$ cat src/rtl/axi_lite_write_slave.sv
// AXI4-Lite write responder committing byte-strobed data into a register bank.
// Latency: BVALID rises one cycle after the later of the AW and W handshakes.
// Backpressure: AWREADY/WREADY drop while a payload is held or a B response is pending.
//
// Ports:
//   ACLK, ARESET          clock / async active-low reset
//   AW*, W*, B*           AXI4-Lite write address, data and response channels
//   rd_idx_i -> rd_data   combinational side read of bank[rd_idx]
//   wr_pulse, wr_idx      one-cycle strobe and index of each OKAY commit
module axi_lite_write_slave #(
  parameter int unsigned NUM_REGS  = 16,
  parameter logic [31:0] BASE_ADDR = 32'h0000_0000
) (
  input  logic                        ACLK,
  input  logic                        ARESET,
  input  logic                        AWVALID,
  output logic                        AWREADY,
  input  logic [31:0]                 AWADDR,
  input  logic                        WVALID,
  output logic                        WREADY,
  input  logic [31:0]                 WDATA,
  input  logic [3:0]                  WSTRB,
  output logic                        BVALID,
  input  logic                        BREADY,
  output logic [1:0]                  BRESP,
  input  logic [$clog2(NUM_REGS)-1:0] rd_idx,
  output logic [31:0]                 rd_data,
  output logic                        wr_pulse,
  output logic [$clog2(NUM_REGS)-1:0] wr_idx
);

  localparam int unsigned IDX_W = $clog2(NUM_REGS);
  localparam logic [1:0] RESP_OKAY   = 2'b00;
  localparam logic [1:0] RESP_SLVERR = 2'b10;

  typedef enum logic [1:0] {
    S_IDLE,
    S_COMMIT,
    S_RESP
  } state_t;

  state_t            state_q, state_d;
  logic              aw_full_q, aw_full_d;
  logic              w_full_q, w_full_d;
  logic [31:2]       awaddr_q, awaddr_d;
  logic [31:0]       wdata_q, wdata_d;
  logic [3:0]        wstrb_q, wstrb_d;
  logic [1:0]        bresp_q, bresp_d;
  logic              wr_pulse_q, wr_pulse_d;
  logic [IDX_W-1:0]  wr_idx_q, wr_idx_d;
  logic [31:0]       bank_q [NUM_REGS];
  logic [31:0]       bank_d [NUM_REGS];

  logic              aw_hs, w_hs;
  logic [29:0]       word_off;
  logic              in_range;
  logic [IDX_W-1:0]  idx;
  logic              unused_addr_lsbs;

  // Byte offset inside a word is irrelevant to register selection.
  assign unused_addr_lsbs = ^AWADDR[1:0];

  assign BVALID  = (state_q == S_RESP);
  assign AWREADY = !aw_full_q && !BVALID && ARESET;
  assign WREADY  = !w_full_q && !BVALID && ARESET;
  assign BRESP   = bresp_q;
  assign wr_pulse = wr_pulse_q;
  assign wr_idx   = wr_idx_q;
  assign rd_data  = bank_q[rd_idx];

  assign aw_hs = AWVALID && AWREADY;
  assign w_hs  = WVALID && WREADY;

  // BASE_ADDR is word aligned, so subtracting word addresses wraps exactly like
  // the 32-bit byte subtraction shifted right by two; an address below the base
  // wraps to a huge offset and falls out of range.
  assign word_off = awaddr_q[31:2] - BASE_ADDR[31:2];
  assign in_range = (word_off < 30'(NUM_REGS));
  assign idx      = word_off[IDX_W-1:0];

  always_comb begin
    state_d    = state_q;
    aw_full_d  = aw_full_q;
    w_full_d   = w_full_q;
    awaddr_d   = awaddr_q;
    wdata_d    = wdata_q;
    wstrb_d    = wstrb_q;
    bresp_d    = bresp_q;
    wr_pulse_d = 1'b0;
    wr_idx_d   = wr_idx_q;
    bank_d     = bank_q;

    if (aw_hs) begin
      aw_full_d = 1'b1;
      awaddr_d  = AWADDR[31:2];
    end
    if (w_hs) begin
      w_full_d = 1'b1;
      wdata_d  = WDATA;
      wstrb_d  = WSTRB;
    end

    case (state_q)
      S_IDLE: begin
        // Move on as soon as both halves are (or are about to be) held.
        if (aw_full_d && w_full_d) state_d = S_COMMIT;
      end
      S_COMMIT: begin
        aw_full_d = 1'b0;
        w_full_d  = 1'b0;
        state_d   = S_RESP;
        if (in_range) begin
          bresp_d    = RESP_OKAY;
          wr_pulse_d = 1'b1;
          wr_idx_d   = idx;
          for (int b = 0; b < 4; b++) begin
            if (wstrb_q[b]) bank_d[idx][8*b +: 8] = wdata_q[8*b +: 8];
          end
        end else begin
          bresp_d = RESP_SLVERR;
        end
      end
      S_RESP: begin
        if (BREADY) state_d = S_IDLE;
      end
      default: state_d = S_IDLE;
    endcase
  end

  always_ff @(posedge ACLK or negedge ARESET) begin
    if (!ARESET) begin
      state_q    <= S_IDLE;
      aw_full_q  <= 1'b0;
      w_full_q   <= 1'b0;
      awaddr_q   <= '0;
      wdata_q    <= '0;
      wstrb_q    <= '0;
      bresp_q    <= RESP_OKAY;
      wr_pulse_q <= 1'b0;
      wr_idx_q   <= '0;
      for (int i = 0; i < NUM_REGS; i++) bank_q[i] <= '0;
    end else begin
      state_q    <= state_d;
      aw_full_q  <= aw_full_d;
      w_full_q   <= w_full_d;
      awaddr_q   <= awaddr_d;
      wdata_q    <= wdata_d;
      wstrb_q    <= wstrb_d;
      bresp_q    <= bresp_d;
      wr_pulse_q <= wr_pulse_d;
      wr_idx_q   <= wr_idx_d;
      for (int i = 0; i < NUM_REGS; i++) bank_q[i] <= bank_d[i];
    end
  end

endmodule

$ cat config.mk
export PLATFORM = sky130hd
export DESIGN_NAME = axi_lite_write_slave
export DESIGN_NICKNAME = d
export VERILOG_FILES = /design/src/rtl/axi_lite_write_slave.sv
export SDC_FILE = /design/constraint.sdc
export NUM_CORES = 1
export LEC_CHECK = 0
export BUFFER_PORTS_ARGS = -buffer_cell sky130_fd_sc_hd__buf_2
export CORE_MARGIN = 4
export CORE_UTILIZATION = 40
export CTS_CLUSTER_DIAMETER = 50
export DETAILED_ROUTE_END_ITERATION = 10
export GPL_TIMING_DRIVEN = 0
export PLACE_DENSITY = 0.53
export SLEW_MARGIN = 25
export SYNTH_ARGS = -nofsm -noshare
export SYNTH_HDL_FRONTEND = slang
export SYNTH_SLANG_ARGS = --single-unit
$ cat constraint.sdc
create_clock -name ACLK -period 2.6 [get_ports ACLK]
set_input_delay 0.13 -clock ACLK [delete_from_list [all_inputs] [get_ports ACLK]]
set_output_delay 0.13 -clock ACLK [all_outputs]
set_load 0.02 [all_outputs]
Word level (Yosys, flattened, before mapping)
Cells that the tools add are included.
W data, S select, Z words.
Cells by class
  muxes and demuxes: 35
  bitwise operators: 2
  magnitude comparators: 4
  reduce and logical (&&, ||, !) cells: 14
  equal/unequal tests: 4
Operators with widths (number)
  $mux W512: 10
  $bwmux W512: 4
  $demux W32 S4: 4
  $bmux W32 S4: 1
  $mux W32: 3
  $lt A30 B5 Y1 const B: 1
  $mux W24: 1
  $mux W16: 1
  $ge A5 B5 Y1 const B: 2
  $not A4 Y5: 2
  $logic_and A1 B1 Y1: 8
  $mux W8: 1
  $mux W1: 6
  $mux W2: 3
  $pmux W2 S3: 1
  $lt A5 B1 Y1 const B: 1
  $reduce_and A2 Y1: 2
  $logic_not A1 Y1: 3
  $eq A2 B1 Y1 const B: 1
  $eq A2 B2 Y1 const B: 1
  $logic_not A2 Y1: 1
  $ne A2 B1 Y1 const B: 1
  $ne A2 B2 Y1 const B: 1
Word-level totals
  flip-flop bits (word level): 589
  input bits: 77
  word-level logic and storage cells: 84
  output and inout bits: 42

Depth between registers and ports, before layout
Gate-level depths: netlist (run 1).
  word-level depth: 19
  gate-level depth with buffers: 7
  mapped depth without buffers: 4

Worst setup path before layout (run 1)
Ideal clock, no wire load.
  path type: reg2reg
  start point: register state_q[1]
  end point: register wdata_q[0]
  required time: 2475 ps
  arrival time: 2137 ps
  path buffers: 1
  setup time: 125 ps
  cell stages (with the launch flop): 6
  period minus slack after synthesis: 2262 ps
  setup slack: 338 ps
  cells stage by stage: dfrtp_1 -> nor2b_1 -> nor3b_1 -> nand2_1 -> buf_2 -> mux2_2
Between the ends
  word-level cells in the longest chain between the ends: 5
RTL lines
  start: declaration: RTL line 42  | state_t state_q, state_d;
  start signal: assignment: RTL line 143  | state_q <= state_d;
  $eq A2 B2 Y1: RTL line 63  | assign BVALID = (state_q == S_RESP);
  via BVALID: RTL line 23  | output logic BVALID,
  $logic_not A1 Y1: RTL line 65  | assign WREADY = !w_full_q && !BVALID && ARESET;
  $logic_and A1 B1 Y1 (2 in series): RTL line 65
  via WREADY: RTL line 20  | output logic WREADY,
  $logic_and A1 B1 Y1: RTL line 72  | assign w_hs = WVALID && WREADY;
  end signal: assignment: RTL line 147  | wdata_q <= wdata_d;
  end: declaration: RTL line 46  | logic [31:0] wdata_q, wdata_d;
The timed path passes the listed nets, and every way through them passes these cells.
A chain may end at the register's enable or synchronous reset.

Worst setup path in the final report (run 1)
  start point: register awaddr_q[2] (netlist bit)
  end point: register bank_q[54] (netlist bit)
Between the ends
  word-level cells in the longest chain between the ends: 16
  elaborated cells between the ends (all ways): 25
  those cells by class: 3 x order compare; 19 x mux; 1 x bitwise; 2 x reduce/logical
RTL lines
  start: declaration: RTL line 45  | logic [31:2] awaddr_q, awaddr_d;
  start signal: assignment: RTL line 146  | awaddr_q <= awaddr_d;
  $not A4 Y5 (not written as such): RTL line 117  | if (wstrb_q[b]) bank_d[idx][8*b +: 8] = wdata_q[8*b +: 8];
  $demux W32 S4: RTL line 117
  $bwmux W512: RTL line 117
  $mux W512: RTL line 117
  $mux W512: RTL line 112  | if (in_range) begin
  $mux W512: RTL line 103  | case (state_q)
  $bwmux W512: RTL line 117
  $mux W512: RTL line 117
  $mux W512: RTL line 112
  $mux W512: RTL line 103
  $bwmux W512: RTL line 117
  $mux W512: RTL line 117
  $mux W512: RTL line 112
  $mux W512: RTL line 103
  $bwmux W512: RTL line 117
  $mux W512: RTL line 117
  end: declaration: RTL line 51  | logic [31:0] bank_q [NUM_REGS];
Several ways; a longest one is shown, not always the timed one. The select of a mux whose other input is x is not followed.

==> run_results.csv, run 1 <==
group,metric,value,unit
global_route,grt-ovfl-total,0,
timing,slew_headroom,30.3,%
setup_path,end_kind,"flop",
placement,dp.cells,2536,
cells_and_area,nNetsFinal,1896,
logic_synthesis,ys_types,31,
route,viasPerCell,5.46,
job,cap_viol_max_count,0,
die,start_util,40.3,%
route,routed_wl,69.5,mm
global_route,grtUsageTotal,20.1,%
global_route,grt_max_degree,94,
setup_path,rrSetupSlack,0.01,ns
cells_and_area,final_area,32400,um2
timing,final.min_clock_period,2.59,ns
setup_path,cp_top_family,"simple AND/OR/NAND/NOR gates",
run_status,status,"finished with violations",
die,fp.dieH,268,um
route,vias,15000,
logic_synthesis,yosys.area.top_type,"dfrtp_1",
clock_tree,clock_sinks,588,
setup_path,critPathArrivalTime,3.06,ns
clock_tree,cts_hold_buf,77,
timing,fin_tns_setup,0,ns
global_route,busiest_layer,"met2",
logic_synthesis,syn_nets,1622,
cells_and_area,final_layout_size_suffix_gt1_share,58.3,%
timing,hold_viol,268,
clock_tree,clk_pin_slew_worst_paths,0.06,ns
route,drtIter0Drc,701,
global_route,antenna_found_initial,0,
cells_and_area,final_cells,2751,
placement,routabilityCongestion,0.769,
timing,finClkSkew,0.0150,ns
route,antenna_left,0,
setup_path,r2r-start,"awaddr_q[2]",
timing,fmax,386,MHz
timing,fin_hold_ws,-0.254,ns
cells_and_area,area_delta_synth_final,19.9,%
placement,dpl_cell_area,28900,um2
power,p_per_area,761,nW/um2
power,p_leak,15.9,nW
die,pin_count,119,
die,die_area,71800,um2
die,chipWidth,268,um
clock_tree,clk_latency,0.60,ns
route,first_pass_iters,4,
global_route,use_met1,27.1,%
clock_tree,cts_made_buffers,77,
setup_path,rr_worst_depth,5,
timing,worstMarginPinSlew,1.05,ns
worst_hold_path,min_path_type,"in -> async",
setup_path,critPathBufInv,1,
clock_tree,cts_setup_buffers,0,
logic_synthesis,yosys_warnings,0,
logic_synthesis,synth_seq_cells,588,
clock_tree,cts_tree,"built",
cells_and_area,fin_util,48.3,%
global_route,grt_pass1_vias,16600,
global_route,grt_pass1_wl,106,mm
logic_synthesis,yosysSeqAreaShare,54.4,%
route,drc,0,
logic_synthesis,syn_avg_cell_area,17.5,um2
timing,rsz0062_at_grt,"yes",
die,core_area,67000,um2
setup_path,cp_slowest_cell,"nand4_2",
timing,post-route-period-util,99.6,%
logic_synthesis,synth_top_area_share,54.4,%
timing,setup_violations,0,
global_route,grt_use_met3,3.81,%
clock_tree,clockBufferDepth,3,
clock_tree,cts_root_buf,"clkbuf_16",
setup_path,timing.rr.end,"bank_q[54]",
setup_path,cp-start-kind,"flop",
placement,dp_hpwl,45.1,mm
setup_path,path_cells,"buf_4 -> nand2b_1 -> nor2_1 -> nand4_2 -> mux2_2",
setup_path,cp.required,3.07,ns
logic_synthesis,yosys-top-cells-area,"dfrtp_1, mux2_2, mux4_2",
clock_tree,h-tree-depth,3,
logic_synthesis,syn_inst,1545,
timing,slew_viol_final,0,
power,ir_worst_vdd,0.000521,V
global_route,use_met2,33.2,%
route,wl_per_cell,25.3,um
setup_path,crit_type,"reg -> reg",
die,rows,95,
placement,io_buffers,112,
logic_synthesis,synth_area,27000,um2
setup_path,slowest_delay,0.59,ns
setup_path,worstPathMaxFanout,9,
run_status,violations,"negative hold slack",
stage by stage:
stage | setup slack [ns] | power (W)
2_1_floorplan | 0.338 | 0.0126
3_3_place_gp | -10.79 | 0.0137
3_5_place_dp | -0.365 | 0.0139
4_1_cts | -0.0211 | 0.0250
5_1_grt | -0.0186 | 0.0258
6_report | 0.0105 | 0.0247
report_power, final:
group	internal [W]	switching, W
Sequential	0.00971	0.000679
Combinational	0.00117	0.00225
Clock	0.00683	0.00403
worst max path at each step:
| stage | start | end | slack [ns] | depth (start not counted) |
|---|---|---|---|---|
| global route | awaddr_q[13] | bank_q[99] | -0.02 | 6 |
| global placement | ARESET | wdata_q[13] | -10.79 | 1 |
| floorplan | state_q[1] | wdata_q[0] | 0.34 | 5 |
| finish | awaddr_q[2] | bank_q[54] | 0.01 | 5 |
| detailed placement | ARESET | wdata_q[25] | -0.36 | 6 |
| CTS | awaddr_q[3] | bank_q[89] | -0.02 | 5 |
sequential cells by signal (all words and copies together) (netlist names):
signal and flops:
bank_q 512, state_q 2, wstrb_q 4, aw_full_q 1, w_full_q 1, BRESP 1, wdata_q 32, awaddr_q 30
wr_idx 4, wr_pulse 1
worst min-delay path, cell delays in order:
cell	delay [ns]
buf_8	0.08
buf_16	0.09
buf_16	0.13
buf_16	0.33
layout by cell type (no fill, tap or decap), types with 3 or more instances in the layout:
cell type      count
dlygate4sd3_1     71
buf_6              5
nor3_4             4
mux2_1            40
buf_2            136
clkbuf_8           9
clkbuf_1          51
mux2_2           542
clkinv_4           5
buf_4              7
bufinv_16         10
nor2_2             7
dfrtp_1          588
nand4_4           51
clkbuf_4           7
clkinv_2          10
mux4_2           160
nor2_1             6
nor4_1             7
clkbuf_16         79
nand4_2           13
clkbuf_2          15
clkinvlp_4         6
inv_6              4
nand2b_1           4
nand2_1            3
buf_12             5
buf_16            12
repair_timing:
item                                    CTS  global route
resized for setup                        12            10
endpoints found under the setup margin   45            63
endpoints found under the hold margin   307           268
pin swaps                                 0             0
cell type report:
class                           count  area, um2
Fill cell                        5755      34600
Sequential cell                   588      14700
Multi-Input combinational cell    853      11700
Clock buffer                      101       2150
Timing Repair Buffer              195       1610
Tap cell                          873       1090
Buffer                            103        619
Clock inverter                     35        474
Antenna cell                        2       5.00
Inverter                            1       3.75
cell usage after synthesis (all sizes together):
library cell and instances:
a21o 1, a21oi 2, and2 1, and3 1, and4 1, buf 50, clkbuf 53, conb 1
dfrtp 588, inv 1, mux2 582, mux4 160, nand2 4, nand2b 4, nand4 64, nor2 13
nor2b 2, nor3 6, nor3b 2, nor4 8, nor4b 1
routing by layer:
layer	vias up	wire length (um)
li1	6510	-
met3	112	2880
met2	280	34000
met4	0	1920
met5	-	0
met1	8105	30700
kinds of logic after synthesis:
| logic type | after synthesis | share of synthesized area (%) |
|---|---|---|
| mux | 742 | 37.6 |
| flops | 588 | 54.4 |
| simple gates | 107 | 5.74 |
| buf+inv | 104 | 2.17 |
| compound gates | 3 | 0.0648 |
| other cells | 1 | 0.0139 |
(Power assumes the default switching activity.)
==> run 2: changes to the inputs <==
==> constraint.sdc (replaced) <==
create_clock -name ACLK -period 3 [get_ports ACLK]
set_input_delay 0.15 -clock ACLK [delete_from_list [all_inputs] [get_ports ACLK]]
set_output_delay 0.15 -clock ACLK [all_outputs]
set_load 0.02 [all_outputs]
==> run 2 against run 1 <==
Net effect: the flow now finishes without violations; global-route usage fell by 0.076 points; total power fell by 14%; die area did not move; wire length fell by 0.41%; clock skew fell by 0.00088 ns; combinational power fell by 15%; hold slack improved by 0.36 ns; register-to-register slack improved by 0.39 ns.
==> run_results.csv, run 2 (same netlist as run 1, synthesis figures left out) <==
group,metric,value,unit
route,antenna_left,0,
cells_and_area,final_common_cell,"dfrtp_1",
clock_tree,cts_tree,"built",
timing,rsz0062_at_grt,"no",
timing,fin_tns_setup,0,ns
clock_tree,h-tree-depth,3,
placement,routabilityCongestion,0.769,
cells_and_area,final_layout_size_suffix_gt1_share,57.6,%
global_route,use_met1,27.1,%
setup_path,end_kind,"primary output",
placement,dp.cells,2536,
die,pin_count,119,
global_route,grtUsageTotal,20.0,%
setup_path,path_cells,"clkbuf_1 -> buf_1 -> mux4_2 -> mux4_2 -> buf_2",
global_route,busiest_layer,"met2",
placement,dpl_cell_area,28900,um2
route,routed_wl,69.2,mm
clock_tree,clockBufferDepth,3,
global_route,grt_pass1_wl,106,mm
setup_path,crit_top_cell,"mux4_2",
setup_path,cp_slowest_cell,"buf_1",
placement,dp_hpwl,45.1,mm
timing,hold_viol,0,
clock_tree,cts_made_buffers,77,
clock_tree,clock_sinks,588,
route,drc,0,
power,p_per_area,662,nW/um2
power,p_leak,15.8,nW
timing,finClkSkew,0.0141,ns
route,vias,14900,
cells_and_area,n_fill_cell,5777,
setup_path,rr_worst_depth,5,
setup_path,cp-start-kind,"input port",
route,first_pass_iters,4,
timing,worstMarginPinSlew,1.04,ns
clock_tree,cts_root_buf,"clkbuf_16",
timing,post-route-period-util,96.1,%
global_route,use_met2,33.1,%
worst_hold_path,min_path_type,"in -> async",
setup_path,cp.required,2.85,ns
timing,fmax,347,MHz
setup_path,worstPathMaxFanout,10,
global_route,antenna_found_initial,0,
timing,slew_headroom,30.5,%
setup_path,crit_type,"in -> out",
setup_path,rrSetupSlack,0.40,ns
timing,fin_hold_ws,0.103,ns
global_route,grt_use_met3,3.79,%
route,viasPerCell,5.44,
run_status,status,"finished clean",
global_route,grt_pass1_vias,16600,
die,core_area,67000,um2
global_route,grt_max_degree,94,
die,chipWidth,268,um
clock_tree,clk_latency,0.60,ns
route,drtIter0Drc,691,
cells_and_area,largest_registers,"bank_q (512), wdata_q (32), awaddr_q (30)",
die,rows,95,
die,die_area,71800,um2
cells_and_area,nNetsFinal,1889,
power,p_int,0.0153,W
cells_and_area,largest_register_ffs,512,
clock_tree,clk_pin_slew_worst_paths,0.06,ns
global_route,grt-ovfl-total,0,
route,wl_per_cell,25.2,um
setup_path,slowest_delay,0.79,ns
cells_and_area,area_delta_synth_final,19.1,%
power,pwr-share-seq,42.2,%
power,p_switching,0.00601,W
power,comb_power_share,13.7,%
timing,slew_viol_final,0,
cells_and_area,final_area,32200,um2
timing,setup_violations,0,
job,cap_viol_max_count,0,
setup_path,critPathArrivalTime,2.73,ns
cells_and_area,final_cells,2744,
power,ir_worst_vdd,0.000453,V
die,fp.dieH,268,um
placement,io_buffers,112,
die,start_util,40.3,%
cells_and_area,final_cell_mix,"dfrtp_1, mux2_2, mux4_2",
cells_and_area,regMostFlops,"bank_q",
timing,final.min_clock_period,2.88,ns
power,p_clk_share,44.1,%
power,switching_share,28.2,%
==> run 2: layout make-up <==
type | instances | area (um2) | area share, %
sequential | 588 | 14700 | 45.7
multi-input combinational | 853 | 11700 | 36.4
clock buffer | 101 | 2150 | 6.68
timing repair buffer | 188 | 1440 | 4.46
tap | 873 | 1090 | 3.39
buffer | 103 | 588 | 1.83
clock inverter | 35 | 474 | 1.47
antenna | 2 | 5.00 | 0.0155
inverter | 1 | 3.75 | 0.0117
==> run 2: layer usage <==
metal	share of wire, %	routed length (um)
met5	0	0
met4	2.9	2020
met3	5.1	3560
met2	49	33800
met1	43	29800
==> run 2: power by group through the flow <==
stage               logic (W)  clock network (W)  registers, W
floorplan             0.00201                  0       0.00892
global placement      0.00277                  0       0.00914
detailed placement    0.00288                  0       0.00915
CTS                   0.00296            0.00966       0.00901
global route          0.00319            0.00998       0.00911
finish                0.00292            0.00941       0.00900
==> run 2: critical path, delay by kind of cell <==
kind	cells	cell delay, ns
buffers and inverters	3	1.64
multiplexers	2	0.93
==> run 2: path summary, 6_finish.rpt <==
check | startpoint | to
max in group asynchronous | ARESET | bank_q[13]
min in group ACLK | AWADDR[20] | awaddr_q[20]
worst min-delay path | ARESET | bank_q[93]
worst min register to register | bank_q[434] | bank_q[434]
worst max-delay path | rd_idx[1] | rd_data[27]
worst max register to register | awaddr_q[3] | bank_q[87]
==> run 2: through the flow <==
stage          setup WS [ns]  utilization, %  total power [W]
6_report               0.116            48.0           0.0213
3_5_place_dp        -0.00198            43.1           0.0120
2_1_floorplan          0.738               -           0.0109
5_1_grt               0.0151            48.0           0.0223
3_3_place_gp          -10.41            42.8           0.0119
4_1_cts               0.0338            48.0           0.0216
==> run 2: what timing repair did <==
item / in CTS / in global routing
gates resized for setup: 1 / 3
hold buffers: 70 / 0
cloned: 0 / 0
endpoints found under the setup margin: 1 / 31
buffers inserted: 0 / 0
endpoints found under the hold margin: 199 / 0
==> run 3: changes to the inputs <==
==> constraint.sdc (replaced) <==
create_clock -name ACLK -period 3 [get_ports ACLK]
set_input_delay 0.6 -clock ACLK [delete_from_list [all_inputs] [get_ports ACLK]]
set_output_delay 0.6 -clock ACLK [all_outputs]
set_load 0.02 [all_outputs]
==> run 3 against run 2 <==
Net effect: sequential power about the same; wire length decreased by 0.37%; hold slack worse by 0.022 ns; non-clock buffer count is 69 lower; clock power about the same; cell area decreased by 1.6%; first-iteration DRC count is 0.29% lower; critical path type unchanged; count of clock-buffer cells in the layout did not move; critical path depth did not move; via count fell by 1.7%; sequential share of layout area increased by 0.72 points; flip-flop and latch count stayed put.
==> run_results.csv, run 3 (same netlist as run 1, synthesis figures left out) <==
group,metric,value,unit
route,drtIter0Drc,689,
clock_tree,cts_root_buf,"clkbuf_16",
setup_path,cp_num_cells,5,
timing,setup_ws,0.0314,ns
cells_and_area,final_common_cell,"dfrtp_1",
cells_and_area,final_cells,2673,
global_route,grt_pass1_wl,105,mm
global_route,grt_max_degree,94,
setup_path,end_kind,"primary output",
clock_tree,clk_latency,0.60,ns
power,p_per_area,671,nW/um2
route,vias,14700,
clock_tree,cts_setup_buffers,0,
cells_and_area,largest_registers,"bank_q (512), wdata_q (32), awaddr_q (30)",
setup_path,crit_top_cell,"mux4_2",
run_status,status,"finished clean",
power,p_clk_share,44.2,%
setup_path,critPathArrivalTime,2.37,ns
timing,slew_headroom,31.4,%
route,drc,0,
clock_tree,cts_made_buffers,77,
power,power,0.0213,W
clock_tree,clock_sinks,588,
global_route,grtUsageTotal,19.9,%
cells_and_area,final_cell_mix,"dfrtp_1, mux2_2, mux4_2",
power,p_switching,0.00599,W
setup_path,slowest_delay,0.53,ns
timing,hold_viol,0,
power,switching_share,28.2,%
die,core_area,67000,um2
placement,io_buffers,112,
cells_and_area,multi_input_area,11700,um2
die,chipWidth,268,um
placement,routabilityCongestion,0.769,
placement,dp.cells,2536,
die,fp.dieH,268,um
worst_hold_path,min_path_type,"in -> async",
timing,worstMarginPinSlew,1.03,ns
cells_and_area,seq_area,14700,um2
setup_path,cp-start-kind,"input port",
power,pwr-share-seq,42.3,%
timing,final.min_clock_period,2.97,ns
cells_and_area,diodes,0,
power,comb_power_share,13.5,%
job,cap_viol_max_count,0,
setup_path,crit_start,"rd_idx[1]",
die,pin_count,119,
setup_path,rr_worst_depth,5,
setup_path,rrSetupSlack,0.37,ns
power,p_int,0.0153,W
route,viasPerCell,5.49,
clock_tree,clk_pin_slew_worst_paths,0.05,ns
global_route,grt_pass1_vias,16300,
timing,rsz0062_at_grt,"no",
setup_path,cp_top_family,"multiplexers",
cells_and_area,largest_register_ffs,512,
cells_and_area,regMostFlops,"bank_q",
global_route,grt-ovfl-total,0,
power,ir_worst_vdd,0.000443,V
timing,finClkSkew,0.0135,ns
setup_path,timing.rr.end,"bank_q[87]",
die,die_area,71800,um2
clock_tree,clockBufferDepth,3,
cells_and_area,final_layout_size_suffix_gt1_share,60.5,%
route,routed_wl,69.0,mm
clock_tree,cts_tree,"built",
global_route,antenna_found_initial,0,
setup_path,crit_type,"in -> out",
cells_and_area,final_area,31700,um2
clock_tree,h-tree-depth,3,
die,rows,95,
timing,fin_tns_setup,0,ns
cells_and_area,n_fill_cell,5822,
cells_and_area,area_delta_synth_final,17.3,%
route,first_pass_iters,4,
cells_and_area,nNetsFinal,1820,
setup_path,cp_slowest_cell,"mux4_2",
die,start_util,40.3,%
setup_path,r2r-start,"awaddr_q[3]",
setup_path,cp.required,2.40,ns
route,wl_per_cell,25.8,um
placement,dp_slack,-0.902,ns
timing,post-route-period-util,99.0,%
timing,setup_violations,0,
placement,dp_hpwl,45.1,mm
power,p_leak,15.6,nW
setup_path,worstPathMaxFanout,10,
route,antenna_left,0,
placement,dpl_cell_area,28900,um2
timing,fmax,337,MHz
timing,slew_viol_final,0,
setup_path,path_cells,"clkbuf_2 -> clkbuf_8 -> mux4_2 -> mux4_2 -> buf_2",
setup_path,critPathBufInv,3,
==> run 3: worst max-delay path by stage <==
stage | to | slack [ns]
4_1_cts | rd_data[16] | 0.005
6_report | rd_data[16] | 0.03
5_1_grt | rd_data[8] | 0.007
3_5_place_dp | rd_data[16] | -0.90
2_1_floorplan | rd_data[11] | 0.15
3_3_place_gp | wdata_q[13] | -10.86
==> run 3: worst register-to-register path: stages, from the launching register on <==
cell and delay [ns]:
dfrtp_1 0.35, buf_4 0.19, nand2b_1 0.26, nor2_1 0.60, nand4_2 0.62, mux2_2 0.49
==> run 3: timing repair <==
item / 4_1_cts / 5_1_grt
hold endpoints to repair: 53 / 0
setup endpoints to repair: 32 / 5
hold buffers: 1 / 0
cloned: 0 / 0
pin swaps: 0 / 0
gates resized for setup: 65 / 1
==> run 3: stage by stage <==
stage,util [%],hold slack (ns)
3_5_place_dp,43.1,0.477
2_1_floorplan,-,0.304
3_3_place_gp,42.8,0.468
4_1_cts,47.3,0.0562
5_1_grt,47.3,0.0805
6_report,47.3,0.0814
==> run 3: final cells by class <==
| cell class | instances | share of cell area, % |
|---|---|---|
| multi-input combinational | 853 | 37.0 |
| inverter | 1 | 0.0118 |
| buffer | 103 | 2.44 |
| timing repair buffer | 119 | 2.41 |
| sequential | 588 | 46.4 |
| tap | 873 | 3.45 |
| clock buffer | 101 | 6.78 |
| clock inverter | 35 | 1.50 |
==> run 3: power by group through the flow <==
stage	Combinational [W]	Sequential [W]	Clock, W
after floorplan	0.00201	0.00892	0
after global placement	0.00277	0.00914	0
after detailed placement	0.00288	0.00915	0
after CTS	0.00292	0.00901	0.00966
after global routing	0.00314	0.00911	0.00998
final	0.00287	0.00900	0.00941
==> run 3: metal layers <==
layer | vias up | routed length (um) | track usage, %
met5 | - | 0 | 0
met4 | 0 | 1990 | 6.12
met3 | 112 | 3420 | 3.96
met2 | 280 | 33700 | 32.7
met1 | 7937 | 29800 | 26.9
li1 | 6349 | - | -
